[src/rtl/ysyx_csr_trap_seq_if.sv]
// Bundle between the commit stage, the machine-mode CSR file and the IFU redirect
// port, as seen by the CSR/trap sequencer.
//   commit side : cmt_valid/cmt_ready handshake plus pc, CSR write fields and kind flags
//   CSR file    : mtvec_i/mepc_i read values in; dual-write port (exu_valid, wen,
//                 ecallen, waddr/wdata, waddr_add1/wdata_add1) out
//   IFU         : redirect_valid/redirect_ready handshake with redirect_pc
//   status      : busy
// master drives the commit/CSR-read/IFU-ready side; slave is the sequencer.
interface ysyx_csr_trap_seq_if #(
   parameter int XLEN   = 32,
   parameter int CSR_AW = 12
);
   logic              cmt_valid;
   logic              cmt_ready;
   logic [XLEN-1:0]   cmt_pc;
   logic              cmt_csr_wen;
   logic [CSR_AW-1:0] cmt_csr_addr;
   logic [XLEN-1:0]   cmt_csr_wdata;
   logic              cmt_ecall;
   logic              cmt_mret;
   logic [XLEN-1:0]   mtvec_i;
   logic [XLEN-1:0]   mepc_i;
   logic              csr_exu_valid;
   logic              csr_wen;
   logic              csr_ecallen;
   logic [CSR_AW-1:0] csr_waddr;
   logic [CSR_AW-1:0] csr_waddr_add1;
   logic [XLEN-1:0]   csr_wdata;
   logic [XLEN-1:0]   csr_wdata_add1;
   logic              redirect_valid;
   logic              redirect_ready;
   logic [XLEN-1:0]   redirect_pc;
   logic              busy;

   modport master (
      output cmt_valid, cmt_pc, cmt_csr_wen, cmt_csr_addr, cmt_csr_wdata,
             cmt_ecall, cmt_mret, mtvec_i, mepc_i, redirect_ready,
      input  cmt_ready, csr_exu_valid, csr_wen, csr_ecallen, csr_waddr,
             csr_waddr_add1, csr_wdata, csr_wdata_add1, redirect_valid,
             redirect_pc, busy
   );

   modport slave (
      input  cmt_valid, cmt_pc, cmt_csr_wen, cmt_csr_addr, cmt_csr_wdata,
             cmt_ecall, cmt_mret, mtvec_i, mepc_i, redirect_ready,
      output cmt_ready, csr_exu_valid, csr_wen, csr_ecallen, csr_waddr,
             csr_waddr_add1, csr_wdata, csr_wdata_add1, redirect_valid,
             redirect_pc, busy
   );
endinterface

[src/rtl/ysyx_csr_trap_seq.sv]
// Commit-side sequencer for the machine-mode CSR file and trap/return flow.
// Takes one retiring instruction per cmt handshake and turns it into CSR-file
// write cycles and, for ecall/mret, an IFU redirect held until accepted.
// Ports:
//   clk  : clock
//   rst  : synchronous active-high reset
//   bus  : ysyx_csr_trap_seq_if.slave (commit handshake, CSR-file port, IFU redirect, busy)
//
// state | meaning
// IDLE  | ready for a retiring instruction
// TRAP  | one cycle: write mepc/mcause, MPIE<=MIE, MIE<=0
// CSRW  | one cycle: plain CSR write of the latched addr/data
// REDIR | redirect to latched target, waiting for IFU accept
module ysyx_csr_trap_seq #(
   parameter int                XLEN         = 32,
   parameter int                CSR_AW       = 12,
   parameter logic [XLEN-1:0]   MCAUSE_ECALL = 32'd11,
   parameter logic [CSR_AW-1:0] ADDR_MEPC    = 12'h341,
   parameter logic [CSR_AW-1:0] ADDR_MCAUSE  = 12'h342
) (
   input logic               clk,
   input logic               rst,
   ysyx_csr_trap_seq_if.slave bus
);
   typedef enum logic [1:0] {
      IDLE  = 2'd0,
      TRAP  = 2'd1,
      CSRW  = 2'd2,
      REDIR = 2'd3
   } state_t;

   state_t            state_q, state_d;
   logic [XLEN-1:0]   pc_q;
   logic [XLEN-1:0]   wdata_q;
   logic [XLEN-1:0]   tgt_q;
   logic [CSR_AW-1:0] addr_q;
   logic              accept;

   assign bus.cmt_ready = (state_q == IDLE) & ~rst;
   assign accept        = bus.cmt_valid & bus.cmt_ready;
   assign bus.busy      = (state_q != IDLE);

   always_ff @(posedge clk) begin
      if (rst) begin
         state_q <= IDLE;
         pc_q    <= '0;
         wdata_q <= '0;
         addr_q  <= '0;
         tgt_q   <= '0;
      end else begin
         state_q <= state_d;
         if (accept) begin
            pc_q    <= bus.cmt_pc;
            addr_q  <= bus.cmt_csr_addr;
            wdata_q <= bus.cmt_csr_wdata;
         end
         // mret returns to mepc as it stood at accept; a trap jumps to mtvec
         // as seen during its write cycle.
         if (accept && !bus.cmt_ecall && bus.cmt_mret)
            tgt_q <= bus.mepc_i;
         else if (state_q == TRAP)
            tgt_q <= bus.mtvec_i;
      end
   end

   always_comb begin
      state_d            = state_q;
      bus.csr_exu_valid  = 1'b0;
      bus.csr_wen        = 1'b0;
      bus.csr_ecallen    = 1'b0;
      bus.csr_waddr      = '0;
      bus.csr_waddr_add1 = '0;
      bus.csr_wdata      = '0;
      bus.csr_wdata_add1 = '0;
      bus.redirect_valid = 1'b0;
      bus.redirect_pc    = '0;
      case (state_q)
         IDLE: begin
            if (accept) begin
               if (bus.cmt_ecall)        state_d = TRAP;
               else if (bus.cmt_mret)    state_d = REDIR;
               else if (bus.cmt_csr_wen) state_d = CSRW;
            end
         end
         TRAP: begin
            bus.csr_exu_valid  = 1'b1;
            bus.csr_wen        = 1'b1;
            bus.csr_ecallen    = 1'b1;
            bus.csr_waddr      = ADDR_MEPC;
            bus.csr_wdata      = pc_q;
            bus.csr_waddr_add1 = ADDR_MCAUSE;
            bus.csr_wdata_add1 = MCAUSE_ECALL;
            state_d            = REDIR;
         end
         CSRW: begin
            // secondary port parked on the unmapped address 0
            bus.csr_exu_valid = 1'b1;
            bus.csr_wen       = 1'b1;
            bus.csr_waddr     = addr_q;
            bus.csr_wdata     = wdata_q;
            state_d           = IDLE;
         end
         REDIR: begin
            bus.redirect_valid = 1'b1;
            bus.redirect_pc    = tgt_q;
            if (bus.redirect_ready) state_d = IDLE;
         end
         default: state_d = IDLE;
      endcase
   end
endmodule

[src/flat_wrapper.sv]
// flat-port wrapper written by rule: the top's interface ports become plain ports
module ysyx_csr_trap_seq_flat 
#(
   parameter int                XLEN         = 32,
   parameter int                CSR_AW       = 12,
   parameter logic [XLEN-1:0]   MCAUSE_ECALL = 32'd11,
   parameter logic [CSR_AW-1:0] ADDR_MEPC    = 12'h341,
   parameter logic [CSR_AW-1:0] ADDR_MCAUSE  = 12'h342
)
  (clk, rst, bus_cmt_valid, bus_cmt_pc, bus_cmt_csr_wen, bus_cmt_csr_addr, bus_cmt_csr_wdata, bus_cmt_ecall, bus_cmt_mret, bus_mtvec_i, bus_mepc_i, bus_redirect_ready, bus_cmt_ready, bus_csr_exu_valid, bus_csr_wen, bus_csr_ecallen, bus_csr_waddr, bus_csr_waddr_add1, bus_csr_wdata, bus_csr_wdata_add1, bus_redirect_valid, bus_redirect_pc, bus_busy);
  ysyx_csr_trap_seq_if #(.XLEN(XLEN), .CSR_AW(CSR_AW)) bus_i ();
  input logic clk;
  input logic rst;
  input wire logic [$bits(bus_i.cmt_valid)-1:0] bus_cmt_valid;
  input wire logic [$bits(bus_i.cmt_pc)-1:0] bus_cmt_pc;
  input wire logic [$bits(bus_i.cmt_csr_wen)-1:0] bus_cmt_csr_wen;
  input wire logic [$bits(bus_i.cmt_csr_addr)-1:0] bus_cmt_csr_addr;
  input wire logic [$bits(bus_i.cmt_csr_wdata)-1:0] bus_cmt_csr_wdata;
  input wire logic [$bits(bus_i.cmt_ecall)-1:0] bus_cmt_ecall;
  input wire logic [$bits(bus_i.cmt_mret)-1:0] bus_cmt_mret;
  input wire logic [$bits(bus_i.mtvec_i)-1:0] bus_mtvec_i;
  input wire logic [$bits(bus_i.mepc_i)-1:0] bus_mepc_i;
  input wire logic [$bits(bus_i.redirect_ready)-1:0] bus_redirect_ready;
  output wire logic [$bits(bus_i.cmt_ready)-1:0] bus_cmt_ready;
  output wire logic [$bits(bus_i.csr_exu_valid)-1:0] bus_csr_exu_valid;
  output wire logic [$bits(bus_i.csr_wen)-1:0] bus_csr_wen;
  output wire logic [$bits(bus_i.csr_ecallen)-1:0] bus_csr_ecallen;
  output wire logic [$bits(bus_i.csr_waddr)-1:0] bus_csr_waddr;
  output wire logic [$bits(bus_i.csr_waddr_add1)-1:0] bus_csr_waddr_add1;
  output wire logic [$bits(bus_i.csr_wdata)-1:0] bus_csr_wdata;
  output wire logic [$bits(bus_i.csr_wdata_add1)-1:0] bus_csr_wdata_add1;
  output wire logic [$bits(bus_i.redirect_valid)-1:0] bus_redirect_valid;
  output wire logic [$bits(bus_i.redirect_pc)-1:0] bus_redirect_pc;
  output wire logic [$bits(bus_i.busy)-1:0] bus_busy;
  assign bus_i.cmt_valid = bus_cmt_valid;
  assign bus_i.cmt_pc = bus_cmt_pc;
  assign bus_i.cmt_csr_wen = bus_cmt_csr_wen;
  assign bus_i.cmt_csr_addr = bus_cmt_csr_addr;
  assign bus_i.cmt_csr_wdata = bus_cmt_csr_wdata;
  assign bus_i.cmt_ecall = bus_cmt_ecall;
  assign bus_i.cmt_mret = bus_cmt_mret;
  assign bus_i.mtvec_i = bus_mtvec_i;
  assign bus_i.mepc_i = bus_mepc_i;
  assign bus_i.redirect_ready = bus_redirect_ready;
  assign bus_cmt_ready = bus_i.cmt_ready;
  assign bus_csr_exu_valid = bus_i.csr_exu_valid;
  assign bus_csr_wen = bus_i.csr_wen;
  assign bus_csr_ecallen = bus_i.csr_ecallen;
  assign bus_csr_waddr = bus_i.csr_waddr;
  assign bus_csr_waddr_add1 = bus_i.csr_waddr_add1;
  assign bus_csr_wdata = bus_i.csr_wdata;
  assign bus_csr_wdata_add1 = bus_i.csr_wdata_add1;
  assign bus_redirect_valid = bus_i.redirect_valid;
  assign bus_redirect_pc = bus_i.redirect_pc;
  assign bus_busy = bus_i.busy;
  ysyx_csr_trap_seq #(.XLEN(XLEN), .CSR_AW(CSR_AW), .MCAUSE_ECALL(MCAUSE_ECALL), .ADDR_MEPC(ADDR_MEPC), .ADDR_MCAUSE(ADDR_MCAUSE)) u_core (.clk(clk), .rst(rst), .bus(bus_i));
endmodule
[config.mk]
export PLATFORM = sky130hd
export DESIGN_NAME = ysyx_csr_trap_seq_flat
export DESIGN_NICKNAME = d
export VERILOG_FILES = /design/src/rtl/ysyx_csr_trap_seq_if.sv /design/src/rtl/ysyx_csr_trap_seq.sv /design/src/flat_wrapper.sv
export SDC_FILE = /design/constraint.sdc
export NUM_CORES = 1
export LEC_CHECK = 0
export BUFFER_PORTS_ARGS = -buffer_cell sky130_fd_sc_hd__buf_2
export CAP_MARGIN = 20
export CORE_UTILIZATION = 29
export DETAILED_ROUTE_END_ITERATION = 12
export SLEW_MARGIN = 0
export SYNTH_ARGS = -nofsm -noshare
export SYNTH_HDL_FRONTEND = slang
export SYNTH_SLANG_ARGS = --single-unit
[constraint.sdc]
create_clock -name clk -period 3 [get_ports clk]
set_input_delay 0.6 -clock clk [delete_from_list [all_inputs] [get_ports clk]]
set_output_delay 0.6 -clock clk [all_outputs]
set_load 0.005 [all_outputs]
==> flow_metrics.env <==
export IMPL_outcome="completed"
export IMPL_h_tree_depth=3
export IMPL_ys_seq_area_share_pct=38.2
export IMPL_wl_um=15800
export IMPL_via_per_inst=4.50
export IMPL_p_int_mw=3.26
export IMPL_comb_power_share_pct=36.2
export IMPL_wl_met1_um=7130
export IMPL_root_buffer="clkbuf_16"
export IMPL_tightest_slew_ps=930
export IMPL_cpLargestDelayFamily="buffers and inverters"
export IMPL_io_pins=273
export IMPL_synth_warnings=0
export IMPL_hold_buffers=0
export IMPL_clkPwrFrac_pct=24.0
export IMPL_critical_path_class="flip-flop to primary output"
export IMPL_syn_to_final_growth_pct=25.5
export IMPL_clock_path_buffers=2
export IMPL_grt_overflow=0
export IMPL_drtIter0Drc=188
export IMPL_clock_fmax_mhz=395
export IMPL_relSlewSlack_pct=38.0
export IMPL_grt_pass1_wl_um=23900
export IMPL_postLayoutCoreUtil_pct=37.2
export IMPL_synth_distinct_cells=28
export IMPL_wl_met3_um=1010
export IMPL_grt_max_degree=109
export IMPL_p_leak_nw=3.44
export IMPL_fin_crit_sh_pct=84.4
export IMPL_fin_skew_ps=7.05
export IMPL_switching_share_pct=34.7
export IMPL_p_per_area_nw_per_um2=689
export IMPL_route_detailed_drc=0
export IMPL_antenna_found_initial=3
export IMPL_syn_area_per_cell_um2=8.51
export IMPL_grt_pass1_vias=4737
export IMPL_dp_hpwl_um=10500
export IMPL_ir_drop_uv=284
export IMPL_insertion_delay_ps=350
export IMPL_initial_utilization_pct=29.6
export IMPL_synth_seq_cells=110
export IMPL_startpoint_type="flip-flop"
export IMPL_cap_violations=0
export IMPL_cts_resized=0
export IMPL_cts_sinks=110
export IMPL_cts_tree="done"
export IMPL_final_common_cell="buf_2"
export IMPL_hold_violations=0
export IMPL_cts_buffers=9
export IMPL_postCtsSetupRepairBufs=0
export IMPL_path_clk_slew_ps=70
export IMPL_track_usage_pct=15.0
export IMPL_die_area_um2=20500
export IMPL_gp_congestion=0.719
export IMPL_syn_area_um2=5770
export IMPL_worst_path_buf_inv=3
export IMPL_drt_antenna_violating_nets=0
export IMPL_seq_power_share_pct=39.8
export IMPL_worstPathMaxFanout=31
export IMPL_endpoint_kind="primary output"
export IMPL_die_w_um=143
export IMPL_syn_inst=678
export IMPL_rows=51
export IMPL_tns_ps=0
export IMPL_hold_class="input pin to flip-flop"
export IMPL_via_count=5111
export IMPL_crit_slowest_cell="ha_2"
export IMPL_io_buffers=235
export IMPL_drive_gt1_share_pct=34.3
export IMPL_dr_pass1_iters=7
export IMPL_die_h_um=143
export IMPL_crit_chain="inv_1 > ha_2 > buf_12 > a22oi_1 > nor2b_1 > buf_2"
export IMPL_finalNetCount=1018
export IMPL_critPathRequiredTime_ps=2400
export IMPL_max_stage_delay_ps=440
export IMPL_wl_met2_um=7510
export IMPL_drv_slew=0
export IMPL_fin_crit_ps=2530
export IMPL_layout_common_cells="buf_2, nand2_1, dfxtp_1"
export IMPL_core_um2=19500
export IMPL_setup_violations=0
export IMPL_rsz0062_at_grt="false"
export IMPL_routed_top_layer="met5"
export IMPL_wl_per_cell_um=13.9
export IMPL_worstPathArrival_ps=1930
export IMPL_p_sw_mw=1.73
cells by family (layout without fill, tap and decap cells):
group           after synthesis  in the layout  synth area share (%)
flops                       110            110                  38.2
other cells                   1             38                0.0650
buf+inv                     110            267                  11.0
compound gates               72             72                  11.7
fa+ha+maj                     5              5                  1.08
simple gates                346            346                  32.0
mux                          34             34                  5.94
registers in the layout, summed over array words and instances (netlist names):
signal,cells
u_core.addr_q,12
u_core.pc_q,32
u_core.state_q,2
u_core.tgt_q,32
u_core.wdata_q,32
path summary, 6_finish.rpt:
| check | slack (ps) | end | cells past startpoint | from |
|---|---|---|---|---|
| max | 470 | bus_csr_wdata[26] | 6 | u_core.state_q[0] |
| min | 430 | u_core.addr_q[11] | 3 | bus_cmt_csr_addr[11] |
| max reg2reg | 750 | u_core.tgt_q[17] | 6 | u_core.state_q[1] |
| min reg2reg | 470 | u_core.addr_q[1] | 2 | u_core.addr_q[1] |
synth_stat cells (all sizes together):
| cell type | number | area, µm² |
|---|---|---|
| and2 | 32 | 200 |
| a21oi | 6 | 30.0 |
| and3b | 1 | 8.76 |
| a211oi | 32 | 390 |
| and3 | 8 | 50.1 |
| nand2 | 152 | 571 |
| a22oi | 32 | 240 |
| clkbuf | 43 | 161 |
| inv | 4 | 15.0 |
| nor3 | 32 | 160 |
| a221oi | 1 | 8.76 |
| nand2b | 2 | 12.5 |
| mux2 | 2 | 22.5 |
| ha | 5 | 62.6 |
| mux2i | 32 | 320 |
| nand3b | 77 | 591 |
| or2 | 1 | 6.26 |
| buf | 63 | 455 |
| conb | 1 | 3.75 |
| dfxtp | 110 | 2200 |
| o21bai | 1 | 7.51 |
| nor2 | 4 | 15.0 |
| nor2b | 36 | 225 |
| nor4b | 1 | 8.76 |
cell type report:
type / instances / area [µm²]
Fill cell: 2057 / 12200
Multi-Input combinational cell: 494 / 3090
Sequential cell: 110 / 2200
Timing Repair Buffer: 247 / 1310
Tap cell: 265 / 332
Clock buffer: 14 / 284
Inverter: 4 / 15.0
Clock inverter: 2 / 13.8
Antenna cell: 1 / 2.50
per-stage QoR:
step | setup slack, ps | instance area, µm² | hold slack [ps] | total power, mW | cells
after CTS | 425 | 7240 | 409 | 5.07 | 1136
after detailed placement | 694 | 6940 | 462 | 3.85 | 1120
after floorplan | 912 | 5900 | 445 | 3.32 | 714
after global placement | 772 | 6940 | 460 | 3.82 | 1120
final | 468 | 7240 | 433 | 4.99 | 1137
after global routing | 324 | 7240 | 422 | 5.32 | 1136
metal layers:
| layer | global-route usage [%] | vias up |
|---|---|---|
| li1 | - | 2574 |
| met1 | 18.0 | 2338 |
| met2 | 26.2 | 185 |
| met3 | 3.89 | 12 |
| met4 | 4.41 | 2 |
| met5 | 0 | - |
power by group through the flow:
stage                     combinational (mW)  sequential (mW)  clock (mW)
after floorplan                         1.36             1.96           0
after global placement                  1.81             2.01           0
after detailed placement                1.83             2.01           0
after CTS                               1.84             1.98        1.26
after global routing                    1.99             2.02        1.30
final                                   1.80             1.98        1.20
worst register-to-register path, stage by stage (launching register included):
cell and delay (ps):
dfxtp_1 330, inv_1 150, ha_4 520, buf_4 340, buf_4 400, mux2i_1 290
a211oi_2 90
No activity file was read; power rests on OpenSTA's default activity.
